<file path="src/rtl/seq_mag_comparator_pkg.sv">
// Shared definitions for the chunked magnitude comparator: state encodings,
// width helpers and the operand/chunk geometry check.
package seq_mag_comparator_pkg;

  localparam logic [1:0] S_IDLE = 2'd0;
  localparam logic [1:0] S_CMP  = 2'd1;
  localparam logic [1:0] S_DONE = 2'd2;

  function automatic int unsigned clog2(input int unsigned v);
    int unsigned r;
    int unsigned p;
    r = 0;
    p = 1;
    while (p < v) begin
      p = p << 1;
      r++;
    end
    return r;
  endfunction

  function automatic int unsigned nch(input int unsigned n, input int unsigned w);
    return n / w;
  endfunction

  function automatic bit geometry_ok(input int unsigned n, input int unsigned w);
    return (w >= 1) && (w <= n) && ((n % w) == 0);
  endfunction

endpackage

</file>
<file path="src/rtl/seq_mag_comparator_if.sv">
// Start/done handshake, operands and result flags of the sequential comparator.
interface seq_mag_comparator_if
  import seq_mag_comparator_pkg::*;
#(
  parameter int unsigned N = 32,
  parameter int unsigned W = 8
) ();

  localparam int unsigned CW = clog2(N / W + 1);

  logic          start;
  logic          signed_mode;
  logic [N-1:0]  A;
  logic [N-1:0]  B;
  logic          busy;
  logic          done;
  logic          L_T;
  logic          G_T;
  logic          E;
  logic [CW-1:0] n_chunks;

  modport master (
    output start, signed_mode, A, B,
    input  busy, done, L_T, G_T, E, n_chunks
  );

  modport slave (
    input  start, signed_mode, A, B,
    output busy, done, L_T, G_T, E, n_chunks
  );

endinterface

</file>
<file path="src/rtl/seq_mag_comparator_chunk_cmp.sv">
// Combinational W-bit unsigned compare of one operand chunk.
module chunk_cmp #(
  parameter int unsigned W = 8
) (
  input  logic [W-1:0] a,
  input  logic [W-1:0] b,
  output logic         lt,
  output logic         gt,
  output logic         eq
);

  always_comb begin
    lt = (a < b);
    gt = (a > b);
    eq = (a == b);
  end

endmodule

</file>
<file path="src/rtl/seq_mag_comparator.sv">
// Multi-cycle N-bit magnitude comparator: walks W-bit chunks MSB first and
// stops on the first chunk that differs; signed or unsigned per operation.
module seq_mag_comparator
  import seq_mag_comparator_pkg::*;
#(
  parameter int unsigned N = 32,
  parameter int unsigned W = 8
) (
  input logic               clk,
  input logic               rst,
  seq_mag_comparator_if.slave bus
);

  localparam int unsigned NCH = nch(N, W);
  localparam int unsigned IW  = (NCH > 1) ? clog2(NCH) : 1;
  localparam int unsigned CW  = clog2(NCH + 1);
  localparam logic [IW-1:0] IDX_TOP = IW'(NCH - 1);

  if (!geometry_ok(N, W)) begin : g_bad_geometry
    $error("seq_mag_comparator: N must be a non-zero multiple of W");
  end

  logic [1:0]    state;
  logic [N-1:0]  a_q;
  logic [N-1:0]  b_q;
  logic          sm_q;
  logic [IW-1:0] idx;

  logic          l_t_q;
  logic          g_t_q;
  logic          e_q;
  logic [CW-1:0] n_q;

  logic [N-1:0]  a_fix;
  logic [N-1:0]  b_fix;
  logic [W-1:0]  a_chunk;
  logic [W-1:0]  b_chunk;
  logic          c_lt;
  logic          c_gt;
  logic          c_eq;
  logic          accept;

  // Flipping both sign bits maps two's-complement order onto unsigned order,
  // so only the top chunk needs the fix and the chunk compare stays unsigned.
  always_comb begin
    a_fix = a_q;
    b_fix = b_q;
    if (sm_q && (idx == IDX_TOP)) begin
      a_fix[N-1] = ~a_q[N-1];
      b_fix[N-1] = ~b_q[N-1];
    end
    a_chunk = a_fix[idx*W +: W];
    b_chunk = b_fix[idx*W +: W];
  end

  chunk_cmp #(.W(W)) u_chunk_cmp (
    .a  (a_chunk),
    .b  (b_chunk),
    .lt (c_lt),
    .gt (c_gt),
    .eq (c_eq)
  );

  assign accept = bus.start && (state != S_CMP);

  always_ff @(posedge clk) begin
    if (rst) begin
      state <= S_IDLE;
      a_q   <= '0;
      b_q   <= '0;
      sm_q  <= 1'b0;
      idx   <= '0;
      l_t_q <= 1'b0;
      g_t_q <= 1'b0;
      e_q   <= 1'b0;
      n_q   <= '0;
    end else if (accept) begin
      state <= S_CMP;
      a_q   <= bus.A;
      b_q   <= bus.B;
      sm_q  <= bus.signed_mode;
      idx   <= IDX_TOP;
      l_t_q <= 1'b0;
      g_t_q <= 1'b0;
      e_q   <= 1'b0;
    end else begin
      case (state)
        S_CMP: begin
          if (!c_eq) begin
            l_t_q <= c_lt;
            g_t_q <= c_gt;
            n_q   <= CW'(NCH) - CW'(idx);
            state <= S_DONE;
          end else if (idx == '0) begin
            e_q   <= 1'b1;
            n_q   <= CW'(NCH);
            state <= S_DONE;
          end else begin
            idx <= idx - 1'b1;
          end
        end
        default: state <= S_IDLE;
      endcase
    end
  end

  assign bus.busy     = (state == S_CMP);
  assign bus.done     = (state == S_DONE);
  assign bus.L_T      = l_t_q;
  assign bus.G_T      = g_t_q;
  assign bus.E        = e_q;
  assign bus.n_chunks = n_q;

endmodule
</file>
<file path="src/flat_wrapper.sv">
// flat-port wrapper written by rule: the top's interface ports become plain ports
module seq_mag_comparator_flat import seq_mag_comparator_pkg::*;
#(
  parameter int unsigned N = 32,
  parameter int unsigned W = 8
)
  (clk, rst, bus_start, bus_signed_mode, bus_A, bus_B, bus_busy, bus_done, bus_L_T, bus_G_T, bus_E, bus_n_chunks);
  seq_mag_comparator_if #(.N(N), .W(W)) bus_i ();
  input logic clk;
  input logic rst;
  input wire logic [$bits(bus_i.start)-1:0] bus_start;
  input wire logic [$bits(bus_i.signed_mode)-1:0] bus_signed_mode;
  input wire logic [$bits(bus_i.A)-1:0] bus_A;
  input wire logic [$bits(bus_i.B)-1:0] bus_B;
  output wire logic [$bits(bus_i.busy)-1:0] bus_busy;
  output wire logic [$bits(bus_i.done)-1:0] bus_done;
  output wire logic [$bits(bus_i.L_T)-1:0] bus_L_T;
  output wire logic [$bits(bus_i.G_T)-1:0] bus_G_T;
  output wire logic [$bits(bus_i.E)-1:0] bus_E;
  output wire logic [$bits(bus_i.n_chunks)-1:0] bus_n_chunks;
  assign bus_i.start = bus_start;
  assign bus_i.signed_mode = bus_signed_mode;
  assign bus_i.A = bus_A;
  assign bus_i.B = bus_B;
  assign bus_busy = bus_i.busy;
  assign bus_done = bus_i.done;
  assign bus_L_T = bus_i.L_T;
  assign bus_G_T = bus_i.G_T;
  assign bus_E = bus_i.E;
  assign bus_n_chunks = bus_i.n_chunks;
  seq_mag_comparator #(.N(N), .W(W)) u_core (.clk(clk), .rst(rst), .bus(bus_i));
endmodule
</file>
<file path="config.mk">
export PLATFORM = sky130hd
export DESIGN_NAME = seq_mag_comparator_flat
export DESIGN_NICKNAME = d
export VERILOG_FILES = /design/src/rtl/seq_mag_comparator_pkg.sv /design/src/rtl/seq_mag_comparator_if.sv /design/src/rtl/seq_mag_comparator_chunk_cmp.sv /design/src/rtl/seq_mag_comparator.sv /design/src/flat_wrapper.sv
export SDC_FILE = /design/constraint.sdc
export NUM_CORES = 1
export LEC_CHECK = 0
export CELL_PAD_IN_SITES_DETAIL_PLACEMENT = 1
export CELL_PAD_IN_SITES_GLOBAL_PLACEMENT = 1
export CORE_MARGIN = 10
export CORE_UTILIZATION = 37
export CTS_CLUSTER_SIZE = 12
export DETAILED_ROUTE_END_ITERATION = 8
export HOLD_SLACK_MARGIN = 0.06
export PLACE_DENSITY_LB_ADDON = 0.05
export RECOVER_POWER = 25
export SYNTH_ARGS = -nofsm -noshare
export SYNTH_HDL_FRONTEND = slang
export SYNTH_SLANG_ARGS = --single-unit
</file>
<file path="constraint.sdc">
create_clock -name clk -period 2.9 [get_ports clk]
set_input_delay 0.87 -clock clk [delete_from_list [all_inputs] [get_ports clk]]
set_output_delay 0.87 -clock clk [all_outputs]
set_load 0.02 [all_outputs]
</file>
==> flow_summary_export.csv, run 1 <==
group,metric,value,unit
run_status,result_of_the_run,"finished clean",
timing,finalSetupTns,0,ns
floorplanning,initial_utilization,37.9,%
timing,fin_worst_skew,0.00671,ns
power_and_ir_drop,p_leak,1.59,nW
grt,grt.busiest_layer,"met2",
worst_setup_path,worstSetupStartpointType,"flip-flop",
floorplanning,fp-row-count,34,
timing,period_needed,2.55,ns
timing,finalWorstSetupSlack,0.352,ns
timing,grt_setup_unrepaired,"no",
route,routed-via-count,2800,
clock_network,cts.root.buffer_cell,"sky130_fd_sc_hd__clkbuf_8",
timing,measured_slew_at_the_worst_slew_check_pin,1.11,ns
grt,grt_pass1_vias,2962,
final_layout,layout.core_utilization,49.5,%
synthesis,ys_seq_area_share,45.6,%
route,routed_wirelength,8820,um
timing,portion_of_the_clock_cycle_consumed_by_the_worst_path_in_the_final_layout,87.9,%
route,drt_pass1_iterations,6,
synthesis,number_of_synthesized_register_bits,75,
clock_network,cts_repair_resize_count,0,
placement,place.port_buffers,75,
clock_network,postCtsSetupBuffers,0,
synthesis,ys_warn_count,0,
clock_network,clock_path_buffers,2,
worst_setup_path,timing.rr.start,"u_core.idx[0]",
worst_setup_path,cp_data_arrival_time,2.81,ns
synthesis,synth_cells,378,
floorplanning,floorplan.die.width,114,um
synthesis,synth_flop_cell,"sky130_fd_sc_hd__dfxtp_1",
synthesis,syn_nets,456,
worst_hold_path,whs_path_depth,2,
grt,groute.layer.met2.usage,22.3,%
worst_setup_path,critical-path-top-cell-by-count,"sky130_fd_sc_hd__ha_1",
clock_network,postCtsHoldBufs,0,
grt,number_of_antenna_violations_at_the_first_check_in_global_routing,0,
route,remaining_drc_errors,0,
power_and_ir_drop,ir_worst_vdd,0.233,mV
worst_setup_path,cp_data_required_time,3.16,ns
worst_setup_path,worstSetupPathType,"reg2reg",
grt,grt_usage,13.9,%
worst_setup_path,end_kind,"flip-flop",
synthesis,number_of_different_library_cells_in_the_post_synthesis_netlist,35,
final_layout,antenna_cells_inserted,0,
route,drt_iter0_markers,117,
synthesis,synth-async-reset-ratio,0,%
timing,timing.fmax,0.392,GHz
placement,place_ws,0.377,ns
worst_hold_path,min_to,"u_core.a_q[13]",
worst_setup_path,r2r.worst_path.cells,9,
grt,grt.overflow.total,0,
power_and_ir_drop,power_per_cell_area,547,nW/um2
grt,grt_max_degree,47,
floorplanning,die_area,13100,um2
worst_hold_path,timing.hold.worst.class,"reg2reg",
timing,max_slew_margin,26.3,%
clock_network,clock_tree_from_tritoncts,"yes",
grt,grt_pass1_wl,14700,um
floorplanning,io_pins,76,
timing,timing_max_transition_violations_final,0,
grt,use_met1,17.7,%
clock_network,tritoncts_num_sinks,75,
worst_setup_path,critical_path.reg2reg.endpoint,"u_core.idx[1]",
synthesis,postSynthAreaPerCell,8.71,um2
route,post_drt_via_cell_ratio,5.02,
final_layout,areaGrowthSynthToFinish,30.4,%
worst_setup_path,critical_path_max_stage_delay,0.48,ns
synthesis,synth_area,3290,um2
worst_setup_path,crit_path_top_delay_cell,"sky130_fd_sc_hd__nor4_2",
floorplanning,core,8680,um2
clock_network,clkTransAtPathRegs,0.08,ns
flow_run,cap_violations,0,
floorplanning,dieHeight,114,um
placement,place.gp.congestion,0.854,
worst_hold_path,min_from,"u_core.a_q[13]",
worst_setup_path,reg2reg_slack,0.35,ns
final_layout,post_route_cells_drive_above_1_share,10.9,%
clock_network,clock_insertion_delay_worst_skew,0.34,ns
clock_network,numCtsBuffers,9,
timing,setup-violations-final,0,
grt,gr-usage-met3,4.45,%
clock_network,maximum_level_of_the_cts_h_tree,3,
route,post_drt_wl_per_cell,15.8,um
worst_setup_path,critical_path_peak_fanout,5,
final_layout,num-nets-final,523,
synthesis,synth_edf_count,0,
placement,dp_hpwl,6860,um
route,antenna_left,0,
worst_setup_path,path_cells,"ha_1, nand2_1, xnor2_1, mux4_2, ha_1, nand4_2, nor4_2, nor3_1, a211oi_1",
timing,report.final.hold_viol_count,0,
-- cell families (layout without fill, tap and decap cells) --
logic type      Yosys count  count (layout)  synth area share [%]
flops                    75              75                  45.6
xor+xnor                  2               2                 0.532
simple gates            154             154                  19.5
compound gates           80              80                  13.3
fa+ha+maj                10              10                  3.80
buf+inv                  39             111                  5.74
mux                      18              18                  11.6
-- per-layer routing --
| layer | up-vias | part of all wire, % |
|---|---|---|
| li1 | 1409 | - |
| met1 | 1337 | 46 |
| met2 | 50 | 48 |
| met3 | 4 | 5.0 |
| met4 | 0 | 0.91 |
| met5 | - | 0 |
-- worst max path at each step --
stage	from	endpoint	slack (ns)	depth (start not counted)
after CTS	u_core.idx[0]	u_core.idx[1]	0.35	9
after detailed placement	u_core.idx[0]	u_core.idx[1]	0.38	9
after floorplan	u_core.idx[0]	u_core.bus.L_T	0.42	8
after global placement	u_core.idx[0]	u_core.bus.L_T	0.47	9
final	u_core.idx[0]	u_core.idx[1]	0.35	9
after global routing	u_core.idx[0]	u_core.idx[1]	0.12	9
-- cell usage after synthesis (2+ instances only) --
master / count / area share [%]
sky130_fd_sc_hd__nor2_1: 5 / 0.57
sky130_fd_sc_hd__xnor2_1: 2 / 0.53
sky130_fd_sc_hd__mux4_2: 16 / 11
sky130_fd_sc_hd__a211oi_1: 2 / 0.46
sky130_fd_sc_hd__dfxtp_1: 75 / 46
sky130_fd_sc_hd__nand2_1: 134 / 15
sky130_fd_sc_hd__inv_1: 10 / 1.1
sky130_fd_sc_hd__nor3_1: 4 / 0.61
sky130_fd_sc_hd__buf_2: 12 / 1.8
sky130_fd_sc_hd__nand4_2: 2 / 0.76
sky130_fd_sc_hd__a21oi_1: 69 / 10
sky130_fd_sc_hd__buf_4: 6 / 1.4
sky130_fd_sc_hd__clkbuf_1: 9 / 1.0
sky130_fd_sc_hd__and2_1: 2 / 0.38
sky130_fd_sc_hd__ha_1: 10 / 3.8
-- layout make-up --
type | count | area [um2]
clock inverter | 5 | 36.3
tap | 108 | 135
sequential | 75 | 1500
clock buffer | 11 | 151
multi-input combinational | 264 | 1600
timing repair buffer | 83 | 815
inverter | 12 | 50.0
fill | 1026 | 4390
-- layout by cell type, fill, tap and decap left out, types with 2 or more instances in the layout --
cell type	Yosys	layout
sky130_fd_sc_hd__inv_1	10	10
sky130_fd_sc_hd__ha_1	10	10
sky130_fd_sc_hd__a21oi_1	69	69
sky130_fd_sc_hd__clkinvlp_4	0	3
sky130_fd_sc_hd__nor3_1	4	4
sky130_fd_sc_hd__nand2_1	134	134
sky130_fd_sc_hd__xnor2_1	2	2
sky130_fd_sc_hd__nand4_2	2	2
sky130_fd_sc_hd__nor2_1	5	5
sky130_fd_sc_hd__a211oi_1	2	2
sky130_fd_sc_hd__clkbuf_8	0	11
sky130_fd_sc_hd__buf_4	6	6
sky130_fd_sc_hd__mux4_2	16	16
sky130_fd_sc_hd__dfxtp_1	75	75
sky130_fd_sc_hd__clkdlybuf4s50_1	0	73
-- through the flow --
stage | hold slack, ns | std cells | instance area [um2] | total power (W)
final | 0.458 | 558 | 4290 | 0.00235
after CTS | 0.460 | 558 | 4300 | 0.00238
after detailed placement | 0.449 | 542 | 4110 | 0.00163
after global placement | 0.441 | 542 | 4110 | 0.00162
after global routing | 0.477 | 558 | 4290 | 0.00249
after floorplan | 0.433 | 378 | 3290 | 0.00144
-- power breakdown --
group          internal (W)  switching, W
sequential          0.00110     0.0000412
clock              0.000359      0.000394
combinational      0.000231      0.000228
-- flip-flops by register name, summed over array words and instances, names as in the netlist --
register	cells
u_core.idx	2
u_core.a_q	32
u_core.b_q	32
u_core.bus.L_T	1
u_core.bus.G_T	1
u_core.bus.E	1
u_core.bus.n_chunks	3
u_core.sm_q	1
u_core.state	2
-- worst max-delay path, delay by kind of cell, from the launching register on --
kind / cells / cell delay (ns)
AO/OA/AOI/OAI: 1 / 0.20
flip-flops: 1 / 0.35
adder cells (fa/ha/maj): 2 / 0.48
AND/OR/NAND/NOR: 4 / 0.84
multiplexers: 1 / 0.47
XOR/XNOR: 1 / 0.13
Note: power is estimated with default switching activity, not from simulation.
==> inputs of run 2 (changes only) <==
--- a/config.mk
+++ b/config.mk
@@ -7,13 +7,14 @@
 export LEC_CHECK = 0
 export CELL_PAD_IN_SITES_DETAIL_PLACEMENT = 1
 export CELL_PAD_IN_SITES_GLOBAL_PLACEMENT = 1
-export CORE_MARGIN = 10
+export CORE_MARGIN = 2
 export CORE_UTILIZATION = 37
 export CTS_CLUSTER_SIZE = 12
 export DETAILED_ROUTE_END_ITERATION = 8
 export HOLD_SLACK_MARGIN = 0.06
 export PLACE_DENSITY_LB_ADDON = 0.05
 export RECOVER_POWER = 25
+export SLEW_MARGIN = 20
 export SYNTH_ARGS = -nofsm -noshare
 export SYNTH_HDL_FRONTEND = slang
 export SYNTH_SLANG_ARGS = --single-unit
==> run 2 against run 1 <==
Against the previous run:
- critical path depth stayed put
- combinational power rose by 1%
- clock power down 11%
- fmax is 4.8% lower
- power is 3.2% lower
- critical endpoint unchanged
- largest power group unchanged
==> flow_summary_export.csv, run 2 (synthesized netlist as in run 1, its figures left out) <==
group,metric,value,unit
run_status,result_of_the_run,"finished clean",
worst_setup_path,timing.critical_path.to,"u_core.idx[1]",
grt,grt.overflow.total,0,
grt,number_of_antenna_violations_at_the_first_check_in_global_routing,0,
clock_network,postCtsHoldBufs,0,
timing,grt_setup_unrepaired,"no",
final_layout,mostFrequentLayoutCells,"133 x sky130_fd_sc_hd__nand2_1, 75 x sky130_fd_sc_hd__dfxtp_1, 73 x sky130_fd_sc_hd__clkdlybuf4s50_1",
grt,grt_max_degree,66,
placement,place.gp.congestion,0.770,
worst_setup_path,setup.worst_path.start,"u_core.idx[0]",
worst_setup_path,path_cells,"ha_1, nand2_1, xnor2_1, mux4_2, ha_1, nand4_2, nor4_2, nor3_1, a211oi_1",
placement,place.port_buffers,75,
final_layout,multiInputGateArea,1610,um2
route,antenna_left,0,
worst_setup_path,cp.depth,9,
worst_setup_path,critical_path_max_stage_delay,0.48,ns
worst_setup_path,reg2reg_slack,0.22,ns
floorplanning,die_area,9670,um2
flow_run,cap_violations,0,
worst_setup_path,worstSetupPathType,"reg2reg",
clock_network,clock_path_buffers,2,
final_layout,regArea,1500,um2
grt,grt_usage,18.3,%
worst_setup_path,cp.buffers_inverters,0,
worst_setup_path,r2r.worst_path.cells,9,
worst_setup_path,end_kind,"flip-flop",
clock_network,clkTransAtPathRegs,0.07,ns
power_and_ir_drop,p_leak,1.58,nW
clock_network,maximum_level_of_the_cts_h_tree,3,
clock_network,numCtsBuffers,9,
worst_setup_path,worstSetupStartpointType,"flip-flop",
floorplanning,dieHeight,98.3,um
timing,measured_slew_at_the_worst_slew_check_pin,0.615,ns
timing,timing.fmax,0.374,GHz
timing,fin_worst_skew,0.00717,ns
worst_setup_path,crit_path_top_delay_cell,"sky130_fd_sc_hd__mux4_2",
route,post_drt_wl_per_cell,15.3,um
worst_setup_path,critical_path.reg2reg.endpoint,"u_core.idx[1]",
floorplanning,floorplan.die.width,98.3,um
final_layout,areaGrowthSynthToFinish,29.1,%
worst_setup_path,cp_data_required_time,3.15,ns
grt,grt_pass1_vias,2775,
final_layout,num-nets-final,522,
clock_network,clock_tree_from_tritoncts,"yes",
final_layout,layout_commonest_cell,"sky130_fd_sc_hd__nand2_1",
final_layout,layout.core_utilization,49.0,%
route,drt_pass1_iterations,4,
timing,setup-violations-final,0,
floorplanning,io_pins,76,
power_and_ir_drop,power_per_cell_area,534,nW/um2
timing,max_slew_margin,59.0,%
floorplanning,initial_utilization,37.9,%
final_layout,filler_cell_count,1045,
route,routed_wirelength,8520,um
floorplanning,core,8680,um2
timing,timing_max_transition_violations_final,0,
clock_network,cts_repair_resize_count,0,
route,routed-via-count,2777,
worst_setup_path,critical-path-top-cell-by-count,"sky130_fd_sc_hd__ha_1",
worst_setup_path,cp_data_arrival_time,2.93,ns
grt,grt_pass1_wl,13800,um
worst_setup_path,largest_delay_contributor_family_on_the_critical_path,"simple AND/OR/NAND/NOR gates",
route,remaining_drc_errors,0,
clock_network,cts.root.buffer_cell,"sky130_fd_sc_hd__clkbuf_8",
timing,finalSetupTns,0,ns
worst_hold_path,timing.hold.worst.class,"reg2reg",
timing,period_needed,2.68,ns
final_layout,antenna_cells_inserted,0,
clock_network,postCtsSetupBuffers,0,
worst_setup_path,critical_path_peak_fanout,5,
final_layout,post_route_cells_drive_above_1_share,10.2,%
placement,dp_hpwl,6250,um
clock_network,clock_insertion_delay_worst_skew,0.34,ns
floorplanning,fp-row-count,34,
route,post_drt_via_cell_ratio,4.99,
timing,report.final.hold_viol_count,0,
timing,portion_of_the_clock_cycle_consumed_by_the_worst_path_in_the_final_layout,92.3,%
clock_network,tritoncts_num_sinks,75,
power_and_ir_drop,ir_worst_vdd,0.312,mV
route,drt_iter0_markers,55,
worst_setup_path,timing.rr.start,"u_core.idx[0]",
## run 2: metal layers
| metal | wire length [um] | vias up | GRT usage, % |
|---|---|---|---|
| met4 | 106 | 0 | 5.69 |
| met2 | 4060 | 50 | 29.6 |
| li1 | - | 1398 | - |
| met5 | 0 | - | 0 |
| met1 | 4050 | 1320 | 24.4 |
| met3 | 302 | 9 | 4.37 |
## run 2: where the power goes
part | total (W) | internal, W | switching, W
Sequential | 0.00114 | 0.00110 | 0.0000407
Clock | 0.000671 | 0.000308 | 0.000363
Combinational | 0.000465 | 0.000230 | 0.000236
## run 2: worst min path at each step
stage | startpoint | to | slack [ns] | cells past startpoint
detailed placement | u_core.b_q[4] | u_core.b_q[4] | 0.45 | 2
finish | u_core.b_q[5] | u_core.b_q[5] | 0.46 | 2
global route | u_core.b_q[29] | u_core.b_q[29] | 0.47 | 2
CTS | u_core.b_q[4] | u_core.b_q[4] | 0.46 | 2
global placement | u_core.b_q[5] | u_core.b_q[5] | 0.44 | 2
floorplan | u_core.a_q[16] | u_core.a_q[16] | 0.43 | 2
## run 2: layout make-up
class / instances / area share [%]
Tap cell: 108 / 3.18
Clock buffer: 13 / 3.27
Multi-Input combinational cell: 264 / 37.8
Timing Repair Buffer: 82 / 18.9
Sequential cell: 75 / 35.3
Inverter: 12 / 1.18
Clock inverter: 3 / 0.353
## run 2: stage by stage
| step | setup slack [ns] | instance area, um2 | cells | total power, W | hold slack (ns) |
|---|---|---|---|---|---|
| 3_3_place_gp | 0.457 | 4130 | 541 | 0.00162 | 0.440 |
| 4_1_cts | 0.226 | 4280 | 557 | 0.00231 | 0.458 |
| 6_report | 0.223 | 4250 | 557 | 0.00227 | 0.456 |
| 3_5_place_dp | 0.234 | 4130 | 541 | 0.00164 | 0.448 |
| 2_1_floorplan | 0.419 | 3290 | 378 | 0.00144 | 0.433 |
| 5_1_grt | 0.0495 | 4250 | 557 | 0.00240 | 0.475 |
## run 2: worst register-to-register path: cells and delay by family (launching register included)
family                     cells  cell delay [ns]
and+or+nand+nor                4             0.86
adders and majority gates      2             0.49
muxes                          1             0.48
DFF                            1             0.37
AOI/OAI and AO/OA              1             0.24
xor gates and xnor gates       1             0.15
==> inputs of run 3 (changes only) <==
--- a/config.mk
+++ b/config.mk
@@ -12,7 +12,7 @@
 export CTS_CLUSTER_SIZE = 12
 export DETAILED_ROUTE_END_ITERATION = 8
 export HOLD_SLACK_MARGIN = 0.06
-export PLACE_DENSITY_LB_ADDON = 0.05
+export PLACE_DENSITY_LB_ADDON = 0.3
 export RECOVER_POWER = 25
 export SLEW_MARGIN = 20
 export SYNTH_ARGS = -nofsm -noshare
==> run 3 against run 2 <==
Against the previous run:
- core utilization up 1.4 points
- sequential share of layout area down 0.96 points
- power up 13%
- clock skew up 0.0032 ns
- combinational power up 2%
- clock power up 44%
- fmax up 3.5%
- worst hold slack worse by 0.0013 ns
- first-iteration DRC count down 18%
==> flow_summary_export.csv, run 3 (synthesized netlist as in run 1, its figures left out) <==
group,metric,value,unit
run_status,result_of_the_run,"finished clean",
route,routed-via-count,2832,
power_and_ir_drop,total_switching_power,0.000677,W
grt,grt_pass1_wl,14600,um
placement,dp_hpwl,6640,um
timing,timing.fmax,0.387,GHz
floorplanning,io_pins,76,
clock_network,clkTransAtPathRegs,0.08,ns
timing,portion_of_the_clock_cycle_consumed_by_the_worst_path_in_the_final_layout,89.2,%
clock_network,cts_repair_resize_count,0,
power_and_ir_drop,power.combinational.fraction,18.4,%
worst_setup_path,reg2reg_slack,0.31,ns
power_and_ir_drop,portion_of_total_power_attributed_to_the_clock_network,37.5,%
clock_network,clock_insertion_delay_worst_skew,0.36,ns
worst_setup_path,crit_path_top_delay_cell,"sky130_fd_sc_hd__mux4_2",
worst_hold_path,min_from,"u_core.a_q[10]",
final_layout,final_cell_area,4370,um2
worst_hold_path,whs_path_depth,2,
worst_hold_path,min_to,"u_core.a_q[10]",
grt,number_of_antenna_violations_at_the_first_check_in_global_routing,0,
route,remaining_drc_errors,0,
final_layout,post_route_cells_drive_above_1_share,11.5,%
final_layout,final_cell_count_no_fill,560,
worst_setup_path,timing.rr.start,"u_core.idx[0]",
placement,place.gp.congestion,0.865,
timing,final.hold.worst_slack,0.454,ns
floorplanning,dieHeight,98.3,um
timing,period_needed,2.59,ns
final_layout,layout_commonest_cell,"sky130_fd_sc_hd__nand2_1",
clock_network,maximum_level_of_the_cts_h_tree,3,
route,drt_iter0_markers,45,
timing,finalSetupTns,0,ns
clock_network,tritoncts_num_sinks,75,
timing,fin_worst_skew,0.0104,ns
power_and_ir_drop,internal_power,0.00190,W
floorplanning,fp-row-count,34,
worst_setup_path,cp_data_required_time,3.16,ns
route,drt_pass1_iterations,4,
worst_setup_path,critical_path.reg2reg.endpoint,"u_core.idx[1]",
clock_network,numCtsBuffers,9,
worst_setup_path,worstSetupPathType,"reg2reg",
final_layout,mostFrequentLayoutCells,"134 x sky130_fd_sc_hd__nand2_1, 75 x sky130_fd_sc_hd__dfxtp_1, 74 x sky130_fd_sc_hd__clkdlybuf4s50_1",
floorplanning,core,8680,um2
timing,setup-violations-final,0,
worst_setup_path,largest_delay_contributor_family_on_the_critical_path,"simple AND/OR/NAND/NOR gates",
floorplanning,initial_utilization,37.9,%
flow_run,cap_violations,0,
timing,report.final.hold_viol_count,0,
power_and_ir_drop,power_per_cell_area,590,nW/um2
timing,timing_max_transition_violations_final,0,
clock_network,postCtsHoldBufs,0,
grt,grt_usage,19.3,%
final_layout,num-nets-final,525,
power_and_ir_drop,total_power,0.00258,W
timing,max_slew_margin,41.9,%
worst_setup_path,critical_path_max_stage_delay,0.46,ns
clock_network,clock_tree_from_tritoncts,"yes",
placement,place.port_buffers,75,
worst_setup_path,path_cells,"ha_1, nand2_1, xnor2_1, mux4_2, ha_1, nand4_2, nor4_2, nor3_1, a211oi_1",
timing,grt_setup_unrepaired,"no",
power_and_ir_drop,power_switching_share,26.3,%
timing,measured_slew_at_the_worst_slew_check_pin,0.870,ns
worst_setup_path,r2r.worst_path.cells,9,
route,post_drt_via_cell_ratio,5.06,
worst_setup_path,worstSetupStartpointType,"flip-flop",
placement,dpl_cell_area,4160,um2
clock_network,clock_path_buffers,2,
floorplanning,die_area,9670,um2
clock_network,postCtsSetupBuffers,0,
route,post_drt_wl_per_cell,16.0,um
route,antenna_left,0,
placement,numPlacedInstances,544,
power_and_ir_drop,pwr-share-seq,44.1,%
route,routed_wirelength,8980,um
worst_setup_path,critical_path_peak_fanout,5,
power_and_ir_drop,p_leak,1.64,nW
worst_hold_path,timing.hold.worst.class,"reg2reg",
floorplanning,floorplan.die.width,98.3,um
clock_network,cts.root.buffer_cell,"sky130_fd_sc_hd__clkbuf_8",
grt,grt_max_degree,30,
grt,grt.overflow.total,0,
worst_setup_path,cp_data_arrival_time,2.85,ns
power_and_ir_drop,ir_worst_vdd,0.238,mV
worst_setup_path,end_kind,"flip-flop",
final_layout,areaGrowthSynthToFinish,32.8,%
final_layout,antenna_cells_inserted,0,
grt,grt_pass1_vias,3024,
worst_setup_path,critical-path-top-cell-by-count,"sky130_fd_sc_hd__ha_1",
worst_setup_path,cp.buffers_inverters,0,
## run 3: cell types whose count changed in the layout (fill, tap and decap cells not counted)
cell	before	now
sky130_fd_sc_hd__nand2_2	1	0
sky130_fd_sc_hd__clkinvlp_4	0	1
sky130_fd_sc_hd__nand2_1	133	134
sky130_fd_sc_hd__buf_12	1	2
sky130_fd_sc_hd__clkdlybuf4s50_1	73	74
sky130_fd_sc_hd__clkbuf_1	4	0
sky130_fd_sc_hd__clkinv_2	3	2
sky130_fd_sc_hd__clkinv_4	1	2
sky130_fd_sc_hd__buf_4	4	6
sky130_fd_sc_hd__bufinv_16	0	3
sky130_fd_sc_hd__dlygate4sd3_1	1	0
## run 3: worst max-delay path by stage
stage	start	end	cells after the start
finish	u_core.idx[0]	u_core.idx[1]	9
floorplan	u_core.idx[0]	u_core.bus.L_T	8
global route	u_core.idx[0]	u_core.idx[1]	9
CTS	u_core.idx[0]	u_core.idx[1]	9
global placement	u_core.idx[0]	u_core.bus.L_T	9
detailed placement	u_core.idx[0]	u_core.idx[1]	9
## run 3: final cells by class
class,instances,area (um2)
Multi-Input combinational cell,264,1600
Clock inverter,7,116
Clock buffer,9,124
Timing Repair Buffer,85,841
Fill cell,1040,4310
Sequential cell,75,1500
Tap cell,108,135
Inverter,12,50.0
## run 3: layer usage
layer,routed length [um],vias to the layer above,part of all wire [%],global-route usage [%]
met1,4090,1357,46,24.2
met5,0,-,0,0
met3,303,18,3.4,3.94
li1,-,1400,-,-
met4,181,0,2.0,7.90
met2,4400,57,49,32.4
## run 3: worst min-delay path: cells and delay by family, from the launching register on
family	cells	cell delay, ns
flops	1	0.31
simple gates	1	0.05
compound gates	1	0.05
## run 3: power by group through the flow
stage,logic [W],registers [W],clock network (W)
final,0.000475,0.00114,0.000965
after detailed placement,0.000486,0.00116,0
after CTS,0.000490,0.00114,0.000981
after global routing,0.000523,0.00114,0.00103
after global placement,0.000471,0.00116,0
after floorplan,0.000293,0.00115,0
## run 3: per-stage QoR
step | util (%) | setup slack [ns]
2_1_floorplan | - | 0.419
3_3_place_gp | 48.0 | 0.438
3_5_place_dp | 48.0 | 0.287
4_1_cts | 50.7 | 0.266
5_1_grt | 50.4 | 0.142
6_report | 50.4 | 0.313
